--- config.mk ---
export PLATFORM = sky130hd
export DESIGN_NAME = branch_predictor_flat
export DESIGN_NICKNAME = d
export VERILOG_FILES = /design/src/rtl/branch_predictor_if.sv /design/src/rtl/branch_predictor.sv /design/src/flat_wrapper.sv
export SDC_FILE = /design/constraint.sdc
export NUM_CORES = 1
export LEC_CHECK = 0
export BUFFER_PORTS_ARGS = -buffer_cell sky130_fd_sc_hd__buf_4
export CAP_MARGIN = 40
export CORE_MARGIN = 2
export CORE_UTILIZATION = 57
export CTS_BUF_LIST = sky130_fd_sc_hd__clkbuf_8
export CTS_CLUSTER_SIZE = 12
export DETAILED_ROUTE_END_ITERATION = 10
export GPL_TIMING_DRIVEN = 0
export PLACE_DENSITY = 0.83
export SYNTH_ARGS = -nofsm -noshare
export SYNTH_HDL_FRONTEND = slang
export SYNTH_SLANG_ARGS = --single-unit
--- constraint.sdc ---
create_clock -name clk -period 4.6 [get_ports clk]
set_input_delay 0.23 -clock clk [delete_from_list [all_inputs] [get_ports clk]]
set_output_delay 0.23 -clock clk [all_outputs]
set_load 0.01 [all_outputs]
--- src/rtl/branch_predictor_if.sv ---
// Lookup/update/statistics bundle between the ID/EX stages and the branch
// predictor. The pipeline side uses the master modport, the predictor uses slave.
interface branch_predictor_if #(
  parameter int unsigned DATA_WIDTH = 32
);
  logic                  lookup_is_branch;
  logic [DATA_WIDTH-1:0] lookup_pc;
  logic [DATA_WIDTH-1:0] lookup_imm;
  logic                  prediction_taken;
  logic [DATA_WIDTH-1:0] prediction_target;
  logic                  update_valid;
  logic [DATA_WIDTH-1:0] update_pc;
  logic                  update_taken;
  logic                  update_mispredict;
  logic [31:0]           stat_branches;
  logic [31:0]           stat_mispredicts;

  modport master (
    output lookup_is_branch, lookup_pc, lookup_imm,
    output update_valid, update_pc, update_taken, update_mispredict,
    input  prediction_taken, prediction_target,
    input  stat_branches, stat_mispredicts
  );

  modport slave (
    input  lookup_is_branch, lookup_pc, lookup_imm,
    input  update_valid, update_pc, update_taken, update_mispredict,
    output prediction_taken, prediction_target,
    output stat_branches, stat_mispredicts
  );
endinterface

--- src/rtl/branch_predictor.sv ---
// Dynamic branch predictor for the ID stage: PC-indexed table of 2-bit
// saturating counters, combinational lookup, one update per clock from EX.
// Optional statistics counters are built only when BRANCH_PRED_STATS_EN is
// defined; otherwise stat_branches/stat_mispredicts read 0.
module branch_predictor #(
  parameter int unsigned INDEX_BITS = 6,
  parameter int unsigned DATA_WIDTH = 32
) (
  input  logic               clk,
  input  logic               reset,
  branch_predictor_if.slave  bus
);
  localparam int unsigned DEPTH = 1 << INDEX_BITS;

  logic [1:0]            ctr_q [DEPTH];
  logic [INDEX_BITS-1:0] lookup_idx;
  logic [INDEX_BITS-1:0] update_idx;
  logic                  unused_ok;

  assign lookup_idx = bus.lookup_pc[INDEX_BITS+1:2];
  assign update_idx = bus.update_pc[INDEX_BITS+1:2];
  // Only the index slice of update_pc matters; aliasing is intentional.
  assign unused_ok  = ^{bus.update_pc, bus.update_mispredict};

  // Lookup: direction from the current table state, target always computed.
  always_comb begin
    bus.prediction_taken  = bus.lookup_is_branch & ctr_q[lookup_idx][1];
    bus.prediction_target = bus.lookup_pc + DATA_WIDTH'(4) + (bus.lookup_imm << 2);
  end

  // Counter table: reset to weak-NT, saturating increment/decrement on update.
  always_ff @(posedge clk or posedge reset) begin
    if (reset) begin
      for (int unsigned i = 0; i < DEPTH; i++) begin
        ctr_q[i] <= 2'b01;
      end
    end else if (bus.update_valid) begin
      if (bus.update_taken) begin
        if (ctr_q[update_idx] != 2'b11) ctr_q[update_idx] <= ctr_q[update_idx] + 2'b01;
      end else begin
        if (ctr_q[update_idx] != 2'b00) ctr_q[update_idx] <= ctr_q[update_idx] - 2'b01;
      end
    end
  end

`ifdef BRANCH_PRED_STATS_EN
  logic [31:0] branches_q;
  logic [31:0] mispredicts_q;

  // Statistics: count resolved branches and mispredictions, saturating at all-ones.
  always_ff @(posedge clk or posedge reset) begin
    if (reset) begin
      branches_q    <= '0;
      mispredicts_q <= '0;
    end else if (bus.update_valid) begin
      if (branches_q != '1) branches_q <= branches_q + 32'd1;
      if (bus.update_mispredict && (mispredicts_q != '1)) mispredicts_q <= mispredicts_q + 32'd1;
    end
  end

  // Statistics outputs come straight from the counters.
  always_comb begin
    bus.stat_branches    = branches_q;
    bus.stat_mispredicts = mispredicts_q;
  end
`else
  // Statistics disabled: outputs tied low.
  always_comb begin
    bus.stat_branches    = '0;
    bus.stat_mispredicts = '0;
  end
`endif
endmodule

--- src/flat_wrapper.sv ---
// flat-port wrapper written by rule: the top's interface ports become plain ports
module branch_predictor_flat 
#(
  parameter int unsigned INDEX_BITS = 6,
  parameter int unsigned DATA_WIDTH = 32
)
  (clk, reset, bus_lookup_is_branch, bus_lookup_pc, bus_lookup_imm, bus_update_valid, bus_update_pc, bus_update_taken, bus_update_mispredict, bus_prediction_taken, bus_prediction_target, bus_stat_branches, bus_stat_mispredicts);
  branch_predictor_if #(.DATA_WIDTH(DATA_WIDTH)) bus_i ();
  input  logic clk;
  input  logic reset;
  input wire logic [$bits(bus_i.lookup_is_branch)-1:0] bus_lookup_is_branch;
  input wire logic [$bits(bus_i.lookup_pc)-1:0] bus_lookup_pc;
  input wire logic [$bits(bus_i.lookup_imm)-1:0] bus_lookup_imm;
  input wire logic [$bits(bus_i.update_valid)-1:0] bus_update_valid;
  input wire logic [$bits(bus_i.update_pc)-1:0] bus_update_pc;
  input wire logic [$bits(bus_i.update_taken)-1:0] bus_update_taken;
  input wire logic [$bits(bus_i.update_mispredict)-1:0] bus_update_mispredict;
  output wire logic [$bits(bus_i.prediction_taken)-1:0] bus_prediction_taken;
  output wire logic [$bits(bus_i.prediction_target)-1:0] bus_prediction_target;
  output wire logic [$bits(bus_i.stat_branches)-1:0] bus_stat_branches;
  output wire logic [$bits(bus_i.stat_mispredicts)-1:0] bus_stat_mispredicts;
  assign bus_i.lookup_is_branch = bus_lookup_is_branch;
  assign bus_i.lookup_pc = bus_lookup_pc;
  assign bus_i.lookup_imm = bus_lookup_imm;
  assign bus_i.update_valid = bus_update_valid;
  assign bus_i.update_pc = bus_update_pc;
  assign bus_i.update_taken = bus_update_taken;
  assign bus_i.update_mispredict = bus_update_mispredict;
  assign bus_prediction_taken = bus_i.prediction_taken;
  assign bus_prediction_target = bus_i.prediction_target;
  assign bus_stat_branches = bus_i.stat_branches;
  assign bus_stat_mispredicts = bus_i.stat_mispredicts;
  branch_predictor #(.INDEX_BITS(INDEX_BITS), .DATA_WIDTH(DATA_WIDTH)) u_core (.clk(clk), .reset(reset), .bus(bus_i));
endmodule
# --- After elaboration in Yosys (flattened, before gate mapping) ---
# Index checks and enable logic that the tools add are counted.
op_classes:
  n_eq_ne: 2
  order_cmp: 3
  reduce_logical: 4
  add_sub_neg: 4
  bitwise: 3
  n_mux: 13
op_table:
  columns: ["op", "count"]
  rows:
  - ["128-bit 2-to-1 mux", 3]
  - ["128-bit bitwise mux", 2]
  - ["32-bit by 3-bit adder with 32-bit output (second input constant)", 1]
  - ["32-bit adder", 1]
  - ["2-bit binary-select mux with 6-bit select", 2]
  - ["7-bit >= comparator (second input constant)", 2]
  - ["6-bit NOT with 7-bit output", 2]
  - ["2-bit demux with 6-bit select", 1]
  - ["2-bit 2-to-1 mux", 5]
  - ["7-bit by 1-bit less-than comparator with 1-bit output (second input constant)", 1]
  - ["2-bit nonzero test", 2]
  - ["3-bit AND reduction", 1]
  - ["2-bit by 1-bit adder with 2-bit output (second input constant)", 1]
  - ["2-bit by 1-bit != test with 1-bit output (second input constant)", 1]
  - ["2-bit != test (second input constant)", 1]
  - ["2-bit by 1-bit subtractor with 2-bit output (second input constant)", 1]
  - ["1-bit bitwise AND", 1]
  - ["1-bit logical AND", 1]
word_totals:
  out_inout_bits: 97
  register_bits: 128
  elab_cells: 93

# --- Logic depth before layout (Yosys ltp) ---
# Gate-level depths: netlist of run 1.
depth:
  word_depth: 8
  mapped_depth: 17
  depth_no_buf: 14

# --- Worst setup path after synthesis of run 1 ---
# No wires, ideal clock.
synth_timing:
  path_kind: "input to register"
  from: "input bus_update_pc[4]"
  to: "register with a tool-made name"
  path_stages: 14
  path_slack_ps: 1181
  n_path_buf: 4
  t_arrival_ps: 3335
  required_ps: 4515
  cell_sequence: "buf_6 -> buf_2 -> buf_2 -> buf_2 -> mux4_2 -> a221oi_1 -> o2111ai_1 -> a211o_1 -> ha_1 -> mux2i_1 -> nand2_1 -> nor3_1 -> nand2_1 -> mux2_1"
synth_lines:
  columns: ["item", "line_no", "rtl"]
  rows:
  - ["from (decl)", "flat_wrapper.sv:15", "input wire logic [$bits(bus_i.update_pc)-1:0] bus_update_pc;"]

# --- Worst setup path after layout of run 1 ---
layout_timing:
  from: "input bus_update_pc[3]"
  to: "register u_core.ctr_q[35] in the netlist's numbering"
layout_between:
  elab_chain_cells: 8
  elab_cells_between_ends: 21
  cone_classes: "add/sub: 2; order compare: 2; eq/ne: 2; mux: 10; bitwise: 1; reduce/logical: 4"
layout_lines:
  columns: ["item", "line_no", "rtl"]
  rows:
  - ["6-bit NOT with 7-bit output (not written as such) *", "branch_predictor.sv:39, branch_predictor.sv:41", null]
  - ["2-bit binary-select mux with 6-bit select, or another cell as far along", "branch_predictor.sv:39, branch_predictor.sv:41", null]
  - ["2-bit 2-to-1 mux (not written as such) / 1-bit logical AND (equally long branches)", "branch_predictor.sv:39, branch_predictor.sv:41", null]
  - ["2-bit 2-to-1 mux (not written as such)", "branch_predictor.sv:39, branch_predictor.sv:41", null]
  - ["2-bit by 1-bit subtractor with 2-bit output, or another cell as far along", "branch_predictor.sv:41", "if (ctr_q[update_idx] != 2'b00) ctr_q[update_idx] <= ctr_q[update_idx] - 2'b01;"]
  - ["128-bit bitwise mux, on equally long branches", "branch_predictor.sv:41, branch_predictor.sv:39", null]
  - ["128-bit 2-to-1 mux, on equally long branches", "branch_predictor.sv:41, branch_predictor.sv:39", null]
  - ["128-bit 2-to-1 mux", "branch_predictor.sv:38", "if (bus.update_taken) begin"]
  - ["to (signal, indexed assignment)", "branch_predictor.sv:35", "ctr_q[i] <= 2'b01;"]
  - ["to (decl)", "branch_predictor.sv:15", "logic [1:0] ctr_q [DEPTH];"]
# Mark *: on every way between the ends. The rest lies on a longest branch, timed or not. The select of a mux whose other input is x is not followed.
# A chain may end at the register's enable or synchronous reset.

==> results of run 1 <==
==> power breakdown <==
part	internal (mW)	switching (mW)	total [mW]
registers	1.38	0.144	1.53
clock network	0.453	0.427	0.880
logic	0.527	0.642	1.17
==> layer usage <==
layer / GRT usage / part of all wire
met1: 0.407 / 0.40
met2: 0.479 / 0.45
met3: 0.0933 / 0.12
met4: 0.111 / 0.033
met5: 0 / 0
==> logic make-up (layout without fill, tap and decap cells) <==
family / after synthesis / in the layout / share of synthesized area
multiplexers: 65 / 65 / 0.115
XOR/XNOR: 28 / 28 / 0.0273
buffers and inverters: 122 / 260 / 0.0835
flip-flops: 128 / 128 / 0.366
other: 1 / 64 / 0.000418
AO/OA/AOI/OAI: 262 / 262 / 0.176
adder cells (fa/ha/maj): 60 / 60 / 0.0845
AND/OR/NAND/NOR: 308 / 308 / 0.147
==> cell usage in the layout, fill, tap and decap left out, types with 6 or more instances in the layout <==
cell,n
sky130_fd_sc_hd__nand2_1,214
sky130_fd_sc_hd__buf_4,173
sky130_fd_sc_hd__o21ai_0,122
sky130_fd_sc_hd__dfstp_2,64
sky130_fd_sc_hd__conb_1,64
sky130_fd_sc_hd__dfrtp_1,64
sky130_fd_sc_hd__ha_1,59
sky130_fd_sc_hd__a21oi_1,36
sky130_fd_sc_hd__nor2_1,31
sky130_fd_sc_hd__mux4_2,29
sky130_fd_sc_hd__clkbuf_1,24
sky130_fd_sc_hd__mux2i_1,21
sky130_fd_sc_hd__inv_1,21
sky130_fd_sc_hd__clkbuf_8,20
sky130_fd_sc_hd__xnor2_1,16
sky130_fd_sc_hd__o21ai_1,14
sky130_fd_sc_hd__a21o_1,14
sky130_fd_sc_hd__a221oi_1,13
sky130_fd_sc_hd__buf_2,12
sky130_fd_sc_hd__xor2_1,12
sky130_fd_sc_hd__nor2b_1,11
sky130_fd_sc_hd__a22oi_1,10
sky130_fd_sc_hd__nand3_1,9
sky130_fd_sc_hd__mux2_2,8
sky130_fd_sc_hd__and2_1,8
sky130_fd_sc_hd__o22ai_1,8
sky130_fd_sc_hd__o211ai_1,7
sky130_fd_sc_hd__and3_1,6
sky130_fd_sc_hd__mux2_1,6
==> worst max-delay path: stages <==
cell	delay, ns
sky130_fd_sc_hd__buf_4	0.11
sky130_fd_sc_hd__buf_2	0.35
sky130_fd_sc_hd__buf_6	0.26
sky130_fd_sc_hd__nor2b_1	0.40
sky130_fd_sc_hd__and2_1	0.19
sky130_fd_sc_hd__clkbuf_1	0.64
sky130_fd_sc_hd__a221oi_1	0.23
sky130_fd_sc_hd__o2111ai_1	0.29
sky130_fd_sc_hd__a211oi_1	0.09
sky130_fd_sc_hd__ha_1	0.20
sky130_fd_sc_hd__mux2i_1	0.22
sky130_fd_sc_hd__nand2_1	0.29
sky130_fd_sc_hd__nor2_1	0.54
sky130_fd_sc_hd__nand2_1	0.25
sky130_fd_sc_hd__nand2_1	0.14
sky130_fd_sc_hd__o21ai_0	0.08
==> worst min-delay path by stage <==
stage | startpoint | to | slack, ns | cells past startpoint
after floorplan | bus_update_pc[7] | flop | 0.44 | 3
after global placement | flop | flop | 0.45 | 2
after detailed placement | reset | u_core.ctr_q[89]$_DFFE_PP0P_ | 0.33 | 2
after CTS | bus_update_pc[6] | flop | 0.19 | 4
after global routing | bus_update_pc[6] | flop | 0.23 | 4
final | bus_update_pc[6] | flop | 0.23 | 4
==> repair_timing <==
item                                    CTS  global route
hold endpoints to repair                 30             0
resized for setup                         0             1
buffers inserted                          0             0
endpoints found under the setup margin    0             1
hold buffers                              1             0
==> metrics by stage <==
| step | worst slack, ns | instance area (µm²) | power, mW |
|---|---|---|---|
| final | 0.401 | 10700 | 3.58 |
| after floorplan | 1.06 | 9210 | 2.26 |
| after detailed placement | -0.106 | 10300 | 2.68 |
| after global placement | -0.329 | 10200 | 2.64 |
| after global routing | 0.257 | 10700 | 3.76 |
| after CTS | 0.283 | 10700 | 3.56 |
==> layout make-up <==
type / count / area (µm²)
Multi-Input combinational cell: 787 / 5180
Tap cell: 211 / 264
Clock inverter: 12 / 81.3
Sequential cell: 128 / 3280
Inverter: 15 / 61.3
Timing Repair Buffer: 106 / 816
Fill cell: 1201 / 4660
Clock buffer: 20 / 275
Buffer: 107 / 693
==> impl_metrics.prom, run 1 <==
# TYPE chip_impl_metric gauge
chip_impl_info{name="outcome",value="complete, no violations"} 1
chip_impl_metric{name="slew_headroom",unit=""} 0.434
chip_impl_metric{name="count_of_nets_left_with_antenna_violations_after_detail_routing",unit=""} 0
chip_impl_metric{name="min_period",unit="ns"} 4.20
chip_impl_metric{name="number_of_global_route_vias_before_repair",unit=""} 7604
chip_impl_metric{name="grt_start_max_net_pins",unit=""} 70
chip_impl_metric{name="post_synth_cell_types",unit=""} 59
chip_impl_metric{name="synth_top_cell_area_share",unit=""} 0.187
chip_impl_metric{name="ys_seq_elements",unit=""} 128
chip_impl_metric{name="sequential_element_share_of_the_synthesized_area",unit=""} 0.366
chip_impl_metric{name="timing.fmax",unit="MHz"} 238
chip_impl_metric{name="grt_first_pass_wirelength",unit="µm"} 39600
chip_impl_metric{name="clk_latency",unit="ns"} 0.46
chip_impl_metric{name="die_height",unit="µm"} 129
chip_impl_metric{name="place.gp.congestion",unit=""} 0.973
chip_impl_metric{name="die_extent_in_x",unit="µm"} 129
chip_impl_info{name="synth.most_common_cell",value="sky130_fd_sc_hd__nand2_1"} 1
chip_impl_metric{name="synth_enable_flop_cells",unit=""} 0
chip_impl_metric{name="detailroute.via_count",unit=""} 8096
chip_impl_metric{name="dp_hpwl",unit="µm"} 18900
chip_impl_metric{name="max_slew.worst_pin.slew",unit="ns"} 0.848
chip_impl_metric{name="layout-drive-gt1-share",unit=""} 0.276
chip_impl_metric{name="cp.arrival",unit="ns"} 4.52
chip_impl_info{name="crit_start",value="bus_update_pc[3]"} 1
chip_impl_metric{name="timing.max_cap.violations",unit=""} 0
chip_impl_metric{name="final_max_slew_viol_count",unit=""} 0
chip_impl_info{name="synth_largest_area_cell",value="sky130_fd_sc_hd__dfstp_2"} 1
chip_impl_info{name="synthTopCellsByArea",value="sky130_fd_sc_hd__dfstp_2 (19%), sky130_fd_sc_hd__dfrtp_1 (18%), sky130_fd_sc_hd__nand2_1 (9.0%)"} 1
chip_impl_metric{name="global_route.overflow_total",unit=""} 0
chip_impl_info{name="min-delay-path-class",value="input port to flop"} 1
chip_impl_metric{name="drc",unit=""} 0
chip_impl_metric{name="place.detailed.instances",unit=""} 1353
chip_impl_metric{name="antenna_found_initial",unit=""} 0
chip_impl_metric{name="tns",unit="ns"} 0
chip_impl_metric{name="die_area",unit="µm²"} 16800
chip_impl_metric{name="yosys_warnings",unit=""} 0
chip_impl_metric{name="final.setup_skew",unit="ns"} 0.0137
chip_impl_metric{name="first_pass_iters",unit=""} 6
chip_impl_info{name="yosys-top-cells-count",value="sky130_fd_sc_hd__nand2_1 (214), sky130_fd_sc_hd__o21ai_0 (122), sky130_fd_sc_hd__buf_4 (70), sky130_fd_sc_hd__dfrtp_1 (64), sky130_fd_sc_hd__dfstp_2 (64)"} 1
chip_impl_metric{name="avgRoutedWirePerCell",unit="µm"} 18.1
chip_impl_metric{name="design.portCount",unit=""} 199
chip_impl_metric{name="synth.cell_area",unit="µm²"} 8970
chip_impl_metric{name="flow.area_growth_from_synthesis",unit="%"} 18.8
chip_impl_metric{name="timing.reg2reg.worst_path_depth",unit=""} 14
chip_impl_metric{name="timing.final.hold_violations",unit=""} 0
chip_impl_metric{name="htreeDepth",unit=""} 4
chip_impl_info{name="cp-start-kind",value="input port"} 1
chip_impl_metric{name="timing.reg2reg.setup_slack",unit="ns"} 0.45
chip_impl_metric{name="fin_crit_sh",unit=""} 0.913
chip_impl_metric{name="asr_flop_ratio_synth",unit=""} 1.00
chip_impl_metric{name="placeableCoreArea",unit="µm²"} 15300
chip_impl_metric{name="clock_pin_slew_on_the_worst_setup_and_hold_paths",unit="ns"} 0.07
chip_impl_metric{name="cts-buffers-inserted",unit=""} 17
chip_impl_info{name="rsz_0062_raised_after_global_routing",value="no"} 1
chip_impl_metric{name="fin_cells",unit=""} 1386
chip_impl_metric{name="synth_area_per_cell",unit="µm²"} 9.21
chip_impl_metric{name="cts_max_path_buffers",unit=""} 2
chip_impl_metric{name="peakVddDrop",unit="µV"} 258
chip_impl_info{name="critPathKind",value="input port to flop"} 1
chip_impl_metric{name="vias_per_cell",unit=""} 5.84
chip_impl_metric{name="final_nets",unit=""} 1324
chip_impl_metric{name="cts_num_sinks",unit=""} 128
chip_impl_metric{name="std_cell_rows",unit=""} 45
chip_impl_metric{name="port_buffers",unit=""} 100
chip_impl_info{name="clockRootBuffer",value="sky130_fd_sc_hd__clkbuf_8"} 1
chip_impl_info{name="critPathCapture",value="u_core.ctr_q[35]$_DFFE_PP0P_"} 1
chip_impl_metric{name="initialDrtViolationCount",unit=""} 958
chip_impl_info{name="worstReg2RegEnd",value="u_core.ctr_q[35]$_DFFE_PP0P_"} 1
chip_impl_metric{name="finalSetupViolations",unit=""} 0
chip_impl_info{name="ys_dominant_reg_cell",value="sky130_fd_sc_hd__dfstp_2"} 1
chip_impl_metric{name="initial_core_util",unit=""} 0.586
chip_impl_metric{name="path_max_fanout",unit=""} 10
chip_impl_metric{name="finalWirelength",unit="µm"} 25100
chip_impl_metric{name="cellPowerDensity",unit="nW/µm²"} 336
chip_impl_info{name="timing.critical_path.to_type",value="flop"} 1
chip_impl_metric{name="finalHoldWorstSlack",unit="ns"} 0.225
chip_impl_info{name="cts_tree",value="done"} 1
chip_impl_metric{name="cp.required",unit="ns"} 4.92
chip_impl_metric{name="grtUsageTotal",unit=""} 0.306
chip_impl_metric{name="syn_inst",unit=""} 974
chip_impl_metric{name="antenna_cells",unit=""} 0
chip_impl_metric{name="p_leak",unit="nW"} 4.97
chip_impl_metric{name="finish.utilization",unit=""} 0.696
No activity file was read; power rests on OpenSTA's default activity.
==> run 2: changes to the inputs <==
--- a/config.mk
+++ b/config.mk
@@ -7,13 +7,15 @@
 export LEC_CHECK = 0
 export BUFFER_PORTS_ARGS = -buffer_cell sky130_fd_sc_hd__buf_4
 export CAP_MARGIN = 40
+export CELL_PAD_IN_SITES_DETAIL_PLACEMENT = 1
+export CELL_PAD_IN_SITES_GLOBAL_PLACEMENT = 1
 export CORE_MARGIN = 2
-export CORE_UTILIZATION = 57
+export CORE_UTILIZATION = 43
 export CTS_BUF_LIST = sky130_fd_sc_hd__clkbuf_8
 export CTS_CLUSTER_SIZE = 12
 export DETAILED_ROUTE_END_ITERATION = 10
 export GPL_TIMING_DRIVEN = 0
-export PLACE_DENSITY = 0.83
+export PLACE_DENSITY_LB_ADDON = 0.1
 export SYNTH_ARGS = -nofsm -noshare
 export SYNTH_HDL_FRONTEND = slang
 export SYNTH_SLANG_ARGS = --single-unit
==> impl_metrics.prom, run 2 (synthesized netlist as in run 1, its figures left out) <==
# TYPE chip_impl_metric gauge
chip_impl_info{name="outcome",value="complete, no violations"} 1
chip_impl_metric{name="slew_headroom",unit=""} 0.415
chip_impl_metric{name="final_max_slew_viol_count",unit=""} 0
chip_impl_metric{name="p_leak",unit="nW"} 4.98
chip_impl_metric{name="initialDrtViolationCount",unit=""} 419
chip_impl_metric{name="die_height",unit="µm"} 148
chip_impl_metric{name="cp.arrival",unit="ns"} 4.69
chip_impl_info{name="crit_path_frequent_cell",value="sky130_fd_sc_hd__nand2_1"} 1
chip_impl_metric{name="max_slew.worst_pin.slew",unit="ns"} 0.878
chip_impl_metric{name="placeableCoreArea",unit="µm²"} 20400
chip_impl_info{name="critPathKind",value="input port to flop"} 1
chip_impl_metric{name="peakVddDrop",unit="µV"} 263
chip_impl_info{name="timing.critical_path.to_type",value="flop"} 1
chip_impl_info{name="path_delay_family",value="simple AND/OR/NAND/NOR gates"} 1
chip_impl_metric{name="drc",unit=""} 0
chip_impl_metric{name="min_period",unit="ns"} 4.29
chip_impl_metric{name="place.gp.congestion",unit=""} 0.888
chip_impl_metric{name="count_of_nets_left_with_antenna_violations_after_detail_routing",unit=""} 0
chip_impl_metric{name="clk_latency",unit="ns"} 0.48
chip_impl_info{name="clockRootBuffer",value="sky130_fd_sc_hd__clkbuf_8"} 1
chip_impl_metric{name="number_of_global_route_vias_before_repair",unit=""} 8236
chip_impl_metric{name="die_extent_in_x",unit="µm"} 148
chip_impl_metric{name="htreeDepth",unit=""} 4
chip_impl_metric{name="finalHoldWorstSlack",unit="ns"} 0.246
chip_impl_info{name="mostFrequentLayoutCells",value="sky130_fd_sc_hd__nand2_1 (214), sky130_fd_sc_hd__buf_4 (172), sky130_fd_sc_hd__o21ai_0 (122)"} 1
chip_impl_metric{name="cts_max_path_buffers",unit=""} 2
chip_impl_metric{name="flow.area_growth_from_synthesis",unit="%"} 20.1
chip_impl_metric{name="timing.max_cap.violations",unit=""} 0
chip_impl_metric{name="std_cell_rows",unit=""} 52
chip_impl_metric{name="layout-drive-gt1-share",unit=""} 0.281
chip_impl_metric{name="clock_pin_slew_on_the_worst_setup_and_hold_paths",unit="ns"} 0.08
chip_impl_metric{name="post-cts-setup-buffer-count",unit=""} 0
chip_impl_metric{name="antenna_found_initial",unit=""} 0
chip_impl_metric{name="cp.required",unit="ns"} 5.01
chip_impl_metric{name="timing.final.hold_violations",unit=""} 0
chip_impl_metric{name="critical_path.n_buffers_inverters",unit=""} 4
chip_impl_info{name="cts_tree",value="done"} 1
chip_impl_metric{name="detailroute.via_count",unit=""} 8084
chip_impl_metric{name="grtUsageTotal",unit=""} 0.266
chip_impl_metric{name="avgRoutedWirePerCell",unit="µm"} 19.8
chip_impl_metric{name="final.setup_skew",unit="ns"} 0.00789
chip_impl_metric{name="global_route.overflow_total",unit=""} 0
chip_impl_info{name="final_common_cell",value="sky130_fd_sc_hd__nand2_1"} 1
chip_impl_metric{name="antenna_cells",unit=""} 0
chip_impl_metric{name="report.power.total",unit="mW"} 3.73
chip_impl_metric{name="cts_num_sinks",unit=""} 128
chip_impl_metric{name="design.portCount",unit=""} 199
chip_impl_info{name="min-delay-path-class",value="input port to flop"} 1
chip_impl_metric{name="initial_core_util",unit=""} 0.441
chip_impl_metric{name="timing.reg2reg.setup_slack",unit="ns"} 0.45
chip_impl_metric{name="grt_start_max_net_pins",unit=""} 67
chip_impl_metric{name="cellPowerDensity",unit="nW/µm²"} 346
chip_impl_metric{name="timing.fmax",unit="MHz"} 233
chip_impl_info{name="cpMaxStageDelayCell",value="sky130_fd_sc_hd__clkbuf_1"} 1
chip_impl_info{name="cp-start-kind",value="input port"} 1
chip_impl_metric{name="vias_per_cell",unit=""} 5.59
chip_impl_metric{name="die_area",unit="µm²"} 22000
chip_impl_metric{name="dp_hpwl",unit="µm"} 21800
chip_impl_metric{name="path_max_fanout",unit=""} 10
chip_impl_metric{name="port_buffers",unit=""} 100
chip_impl_info{name="rsz_0062_raised_after_global_routing",value="no"} 1
chip_impl_metric{name="finalSetupViolations",unit=""} 0
chip_impl_metric{name="cts-buffers-inserted",unit=""} 17
chip_impl_info{name="worstPathCellList",value="buf_4 > buf_2 > buf_6 > nor2b_1 > and2_1 > clkbuf_1 > a221oi_1 > o2111ai_1 > a211oi_1 > ha_1 > mux2i_1 > nand2_1 > nor2_1 > nand2_1 > mux2_1"} 1
chip_impl_metric{name="grt_first_pass_wirelength",unit="µm"} 45100
chip_impl_metric{name="critical_path.max_stage_delay",unit="ns"} 0.63
chip_impl_metric{name="finalWirelength",unit="µm"} 28600
chip_impl_metric{name="first_pass_iters",unit=""} 5
chip_impl_metric{name="fin_crit_sh",unit=""} 0.932
chip_impl_metric{name="final_nets",unit=""} 1324
run 2: cell count changes in the layout (fill, tap and decap cells not counted), sizes merged:
cell | before | now
bufinv | 1 | 3
clkinv | 2 | 9
clkinvlp | 2 | 1
clkbuf | 44 | 41
inv | 22 | 17
run 2: final timing paths:
check,from,end,cells past startpoint
worst max-delay path,bus_update_pc[3],flop,15
worst min-delay path,bus_update_pc[6],flop,4
worst max register to register,flop,flop,13
worst min register to register,flop,flop,2
max in group asynchronous,reset,asynchronous set/reset pin,4
min in group asynchronous,reset,u_core.ctr_q[121]$_DFFE_PP0P_,3
run 2: routing by layer:
layer / part of all wire / global-route usage
met1: 0.42 / 0.343
met2: 0.47 / 0.443
met3: 0.073 / 0.0528
met4: 0.035 / 0.105
met5: 0 / 0
run 2: per-stage QoR:
step | TNS, ns | cell area, µm² | setup slack [ns] | util | instances
6_report | 0 | 10800 | 0.315 | 0.529 | 1445
5_1_grt | 0 | 10800 | 0.0903 | 0.529 | 1445
4_1_cts | 0 | 10800 | 0.133 | 0.529 | 1445
3_5_place_dp | -4.18 | 10400 | -0.356 | 0.509 | 1412
3_3_place_gp | -44.27 | 10300 | -0.620 | 0.506 | 1407
2_1_floorplan | 0 | 9210 | 1.06 | - | 1037
run 2: power breakdown:
group          switching (mW)  leakage (nW)  total, mW  internal (mW)
combinational           0.653          3.24       1.18          0.528
sequential              0.150          1.53       1.53           1.38
clock                   0.489         0.211       1.02          0.532
total                    1.29          4.98       3.73           2.44
run 2: cell type report:
cell class	instances	area (µm²)
Tap cell	270	338
Buffer	107	693
Timing Repair Buffer	106	820
Sequential cell	128	3280
Multi-Input combinational cell	787	5180
Inverter	15	61.3
Fill cell	2388	9580
Clock buffer	17	234
Clock inverter	15	170
run 2: tightest hold or removal path, stage by stage:
cell and delay, ns:
sky130_fd_sc_hd__buf_4 0.15, sky130_fd_sc_hd__nor3_1 0.08, sky130_fd_sc_hd__nand2_1 0.15, sky130_fd_sc_hd__o21ai_0 0.11
run 2: timing repair:
action                                  in CTS  in global routing
hold endpoints to repair                    34                  0
endpoints found under the setup margin       0                 16
hold buffers                                 1                  0
gates resized for setup                      0                  1
==> run 3: changes to the inputs <==
--- a/config.mk
+++ b/config.mk
@@ -5,12 +5,14 @@
 export SDC_FILE = /design/constraint.sdc
 export NUM_CORES = 1
 export LEC_CHECK = 0
+export ABC_AREA = 1
 export BUFFER_PORTS_ARGS = -buffer_cell sky130_fd_sc_hd__buf_4
 export CAP_MARGIN = 40
 export CELL_PAD_IN_SITES_DETAIL_PLACEMENT = 1
 export CELL_PAD_IN_SITES_GLOBAL_PLACEMENT = 1
+export CORE_ASPECT_RATIO = 1.2
 export CORE_MARGIN = 2
-export CORE_UTILIZATION = 43
+export CORE_UTILIZATION = 40
 export CTS_BUF_LIST = sky130_fd_sc_hd__clkbuf_8
 export CTS_CLUSTER_SIZE = 12
 export DETAILED_ROUTE_END_ITERATION = 10
==> impl_metrics.prom, run 3 <==
# TYPE chip_impl_metric gauge
chip_impl_info{name="cpMaxStageDelayCell",value="sky130_fd_sc_hd__inv_1"} 1
chip_impl_metric{name="die_height",unit="µm"} 177
chip_impl_metric{name="critical_path.n_buffers_inverters",unit=""} 9
chip_impl_metric{name="cts_max_path_buffers",unit=""} 2
chip_impl_metric{name="timing.reg2reg.worst_path_depth",unit=""} 23
chip_impl_info{name="worstPathCellList",value="buf_2 > inv_1 > buf_2 > nand3_2 > inv_1 > nand2_1 > nand4_1 > o21ai_0 > nand2_1 > inv_1 > nand2_1 > nor2_1 > ha_1 > inv_1 > nor2_1 > nor2_1 > inv_1 > nor4_1 > clkinv_1 > nor2_1 > inv_1 > nand2_1 > o21ai_0"} 1
chip_impl_metric{name="slew_headroom",unit=""} 0.369
chip_impl_metric{name="final_max_slew_viol_count",unit=""} 0
chip_impl_info{name="min-delay-path-class",value="input port to flop"} 1
chip_impl_metric{name="initial_core_util",unit=""} 0.406
chip_impl_info{name="synth.most_common_cell",value="sky130_fd_sc_hd__nand2_1"} 1
chip_impl_metric{name="asr_flop_ratio_synth",unit=""} 1.00
chip_impl_info{name="ys_dominant_reg_cell",value="sky130_fd_sc_hd__dfstp_2"} 1
chip_impl_metric{name="finalSetupViolations",unit=""} 0
chip_impl_metric{name="finish.utilization",unit=""} 0.481
chip_impl_metric{name="timing.max_cap.violations",unit=""} 0
chip_impl_info{name="final_common_cell",value="sky130_fd_sc_hd__nand2_1"} 1
chip_impl_metric{name="finalWirelength",unit="µm"} 38300
chip_impl_metric{name="placement.setup.worst_slack",unit="ns"} -0.194
chip_impl_metric{name="synth.cell_area",unit="µm²"} 9980
chip_impl_metric{name="max_slew.worst_pin.slew",unit="ns"} 0.947
chip_impl_info{name="yosys-top-cells-count",value="sky130_fd_sc_hd__nand2_1 (613), sky130_fd_sc_hd__nand3_1 (140), sky130_fd_sc_hd__inv_1 (129), sky130_fd_sc_hd__nor2_1 (118), sky130_fd_sc_hd__o21ai_0 (86)"} 1
chip_impl_metric{name="vias_per_cell",unit=""} 5.21
chip_impl_metric{name="synth_top_cell_area_share",unit=""} 0.231
chip_impl_metric{name="port_buffers",unit=""} 100
chip_impl_metric{name="design_area",unit="µm²"} 11800
chip_impl_metric{name="p_leak",unit="nW"} 6.07
chip_impl_metric{name="final_nets",unit=""} 1872
chip_impl_metric{name="detailroute.via_count",unit=""} 10651
chip_impl_metric{name="post_dp_cell_area",unit="µm²"} 11400
chip_impl_metric{name="placeableCoreArea",unit="µm²"} 24600
chip_impl_metric{name="cellPowerDensity",unit="nW/µm²"} 319
chip_impl_metric{name="cp.arrival",unit="ns"} 4.72
chip_impl_info{name="mostFrequentLayoutCells",value="sky130_fd_sc_hd__nand2_1 (613), sky130_fd_sc_hd__buf_4 (169), sky130_fd_sc_hd__nand3_1 (140)"} 1
chip_impl_metric{name="flow.area_growth_from_synthesis",unit="%"} 18.6
chip_impl_metric{name="yosys_warnings",unit=""} 0
chip_impl_metric{name="drc",unit=""} 0
chip_impl_metric{name="grt_start_max_net_pins",unit=""} 90
chip_impl_metric{name="layout-drive-gt1-share",unit=""} 0.173
chip_impl_metric{name="timing.final.hold_violations",unit=""} 0
chip_impl_info{name="path_delay_family",value="buffers and inverters"} 1
chip_impl_info{name="rsz_0062_raised_after_global_routing",value="no"} 1
chip_impl_metric{name="place.gp.congestion",unit=""} 0.932
chip_impl_metric{name="cts-buffers-inserted",unit=""} 17
chip_impl_metric{name="fin_crit_sh",unit=""} 0.957
chip_impl_metric{name="htreeDepth",unit=""} 4
chip_impl_metric{name="dp_hpwl",unit="µm"} 28700
chip_impl_metric{name="path_max_fanout",unit=""} 10
chip_impl_metric{name="clk_latency",unit="ns"} 0.48
chip_impl_metric{name="critical_path.max_stage_delay",unit="ns"} 0.49
chip_impl_metric{name="antenna_found_initial",unit=""} 0
chip_impl_metric{name="first_pass_iters",unit=""} 5
chip_impl_metric{name="design.portCount",unit=""} 199
chip_impl_metric{name="final.setup_skew",unit="ns"} 0.0154
chip_impl_metric{name="post-cts-setup-buffer-count",unit=""} 0
chip_impl_metric{name="initialDrtViolationCount",unit=""} 595
chip_impl_metric{name="place.detailed.instances",unit=""} 2015
chip_impl_info{name="outcome",value="complete, no violations"} 1
chip_impl_info{name="cts_tree",value="done"} 1
chip_impl_metric{name="syn_inst",unit=""} 1525
chip_impl_metric{name="avgRoutedWirePerCell",unit="µm"} 18.7
chip_impl_metric{name="grtUsageTotal",unit=""} 0.293
chip_impl_info{name="clockRootBuffer",value="sky130_fd_sc_hd__clkbuf_8"} 1
chip_impl_metric{name="hold_depth",unit=""} 6
chip_impl_metric{name="synth_enable_flop_cells",unit=""} 0
chip_impl_info{name="synth_largest_area_cell",value="sky130_fd_sc_hd__nand2_1"} 1
chip_impl_metric{name="grt_first_pass_wirelength",unit="µm"} 59100
chip_impl_metric{name="std_cell_rows",unit=""} 63
chip_impl_metric{name="min_period",unit="ns"} 4.40
chip_impl_info{name="synthTopCellsByArea",value="sky130_fd_sc_hd__nand2_1 (23%), sky130_fd_sc_hd__dfstp_2 (17%), sky130_fd_sc_hd__dfrtp_1 (16%)"} 1
chip_impl_metric{name="die_extent_in_x",unit="µm"} 148
chip_impl_metric{name="final_critical_path_setup_slack",unit="ns"} 0.197
chip_impl_info{name="critPathKind",value="input port to flop"} 1
chip_impl_metric{name="fin_cells",unit=""} 2046
chip_impl_metric{name="clock_pin_slew_on_the_worst_setup_and_hold_paths",unit="ns"} 0.07
chip_impl_metric{name="finalHoldWorstSlack",unit="ns"} 0.224
chip_impl_metric{name="number_of_global_route_vias_before_repair",unit=""} 10662
chip_impl_metric{name="tns",unit="ns"} 0
chip_impl_metric{name="worst-path-stages",unit=""} 23
chip_impl_info{name="crit_path_frequent_cell",value="sky130_fd_sc_hd__inv_1"} 1
chip_impl_metric{name="antenna_cells",unit=""} 0
chip_impl_metric{name="count_of_nets_left_with_antenna_violations_after_detail_routing",unit=""} 0
chip_impl_metric{name="peakVddDrop",unit="µV"} 225
chip_impl_metric{name="die_area",unit="µm²"} 26200
chip_impl_metric{name="post_synth_cell_types",unit=""} 33
chip_impl_metric{name="sequential_element_share_of_the_synthesized_area",unit=""} 0.329
chip_impl_metric{name="global_route.overflow_total",unit=""} 0
chip_impl_metric{name="ys_seq_elements",unit=""} 128
chip_impl_metric{name="report.power.total",unit="mW"} 3.78
chip_impl_info{name="timing.critical_path.to_type",value="flop"} 1
chip_impl_metric{name="cts_num_sinks",unit=""} 128
chip_impl_info{name="cp-start-kind",value="input port"} 1
chip_impl_metric{name="synth_area_per_cell",unit="µm²"} 6.54
chip_impl_metric{name="cp.required",unit="ns"} 4.92
chip_impl_metric{name="timing.fmax",unit="MHz"} 227
[run 3: cell types whose count changed after synthesis, sizes merged, moves of 9 or more]
| cell | before | now |
|---|---|---|
| o21ai | 136 | 89 |
| nand3 | 9 | 146 |
| mux2i | 21 | 0 |
| inv | 15 | 134 |
| a221oi | 13 | 0 |
| buf | 83 | 93 |
| nand2 | 214 | 613 |
| xnor2 | 16 | 5 |
| mux2 | 15 | 0 |
| mux4 | 29 | 0 |
| nor2b | 11 | 0 |
| nor2 | 31 | 118 |
| a21o | 14 | 5 |
| a21oi | 37 | 57 |
[run 3: area by class of cell]
type                       instances  area, µm²
fill                            3379      12800
multi-input combinational       1209       5680
sequential                       128       3280
timing repair buffer             103        796
buffer                           116        751
inverter                         135        515
tap                              325        407
clock buffer                      21        289
clock inverter                     9        116
[run 3: tightest hold or removal path, stage by stage]
cell,delay [ns]
sky130_fd_sc_hd__buf_4,0.12
sky130_fd_sc_hd__nor3_1,0.08
sky130_fd_sc_hd__inv_1,0.08
sky130_fd_sc_hd__nor2_1,0.06
sky130_fd_sc_hd__nand3_1,0.07
sky130_fd_sc_hd__nand2_1,0.05
[run 3: cell families after synthesis]
family,after synthesis,synth area share
buffers and inverters,251,0.126
AND/OR/NAND/NOR,905,0.367
AO/OA/AOI/OAI,159,0.0831
flip-flops,128,0.329
XOR/XNOR,21,0.0184
adder cells (fa/ha/maj),60,0.0760
other,1,0.000376
[run 3: report_power, final]
| group | switching [mW] | total [mW] | internal [mW] |
|---|---|---|---|
| clock | 0.463 | 1.04 | 0.579 |
| sequential | 0.139 | 1.49 | 1.35 |
| combinational | 0.781 | 1.24 | 0.464 |
| total | 1.38 | 3.78 | 2.40 |
[run 3: routing by layer]
layer | track usage | wire (µm) | vias to the layer above
li1 | - | - | 5080
met1 | 0.354 | 15400 | 5089
met2 | 0.528 | 19100 | 394
met3 | 0.0418 | 2430 | 88
met4 | 0.111 | 1290 | 0
met5 | 0 | 0 | -
[run 3: timing repair]
| item | 4_1_cts | 5_1_grt |
|---|---|---|
| resized for setup | 0 | 1 |
| hold buffers | 1 | 0 |
| endpoints found under the setup margin | 0 | 1 |
| hold endpoints to repair | 21 | 0 |
[run 3: worst paths after layout]
check / end / slack [ns] / start
max: u_core.ctr_q[49]$_DFFE_PP0P_ / 0.20 / bus_update_pc[4]
min: flop / 0.22 / bus_update_pc[7]
max reg2reg: u_core.ctr_q[49]$_DFFE_PP0P_ / 0.70 / flop
min reg2reg: flop / 0.47 / flop
max in group asynchronous: asynchronous set/reset pin / 3.43 / reset
min in group asynchronous: u_core.ctr_q[79]$_DFFE_PP0P_ / 0.31 / reset
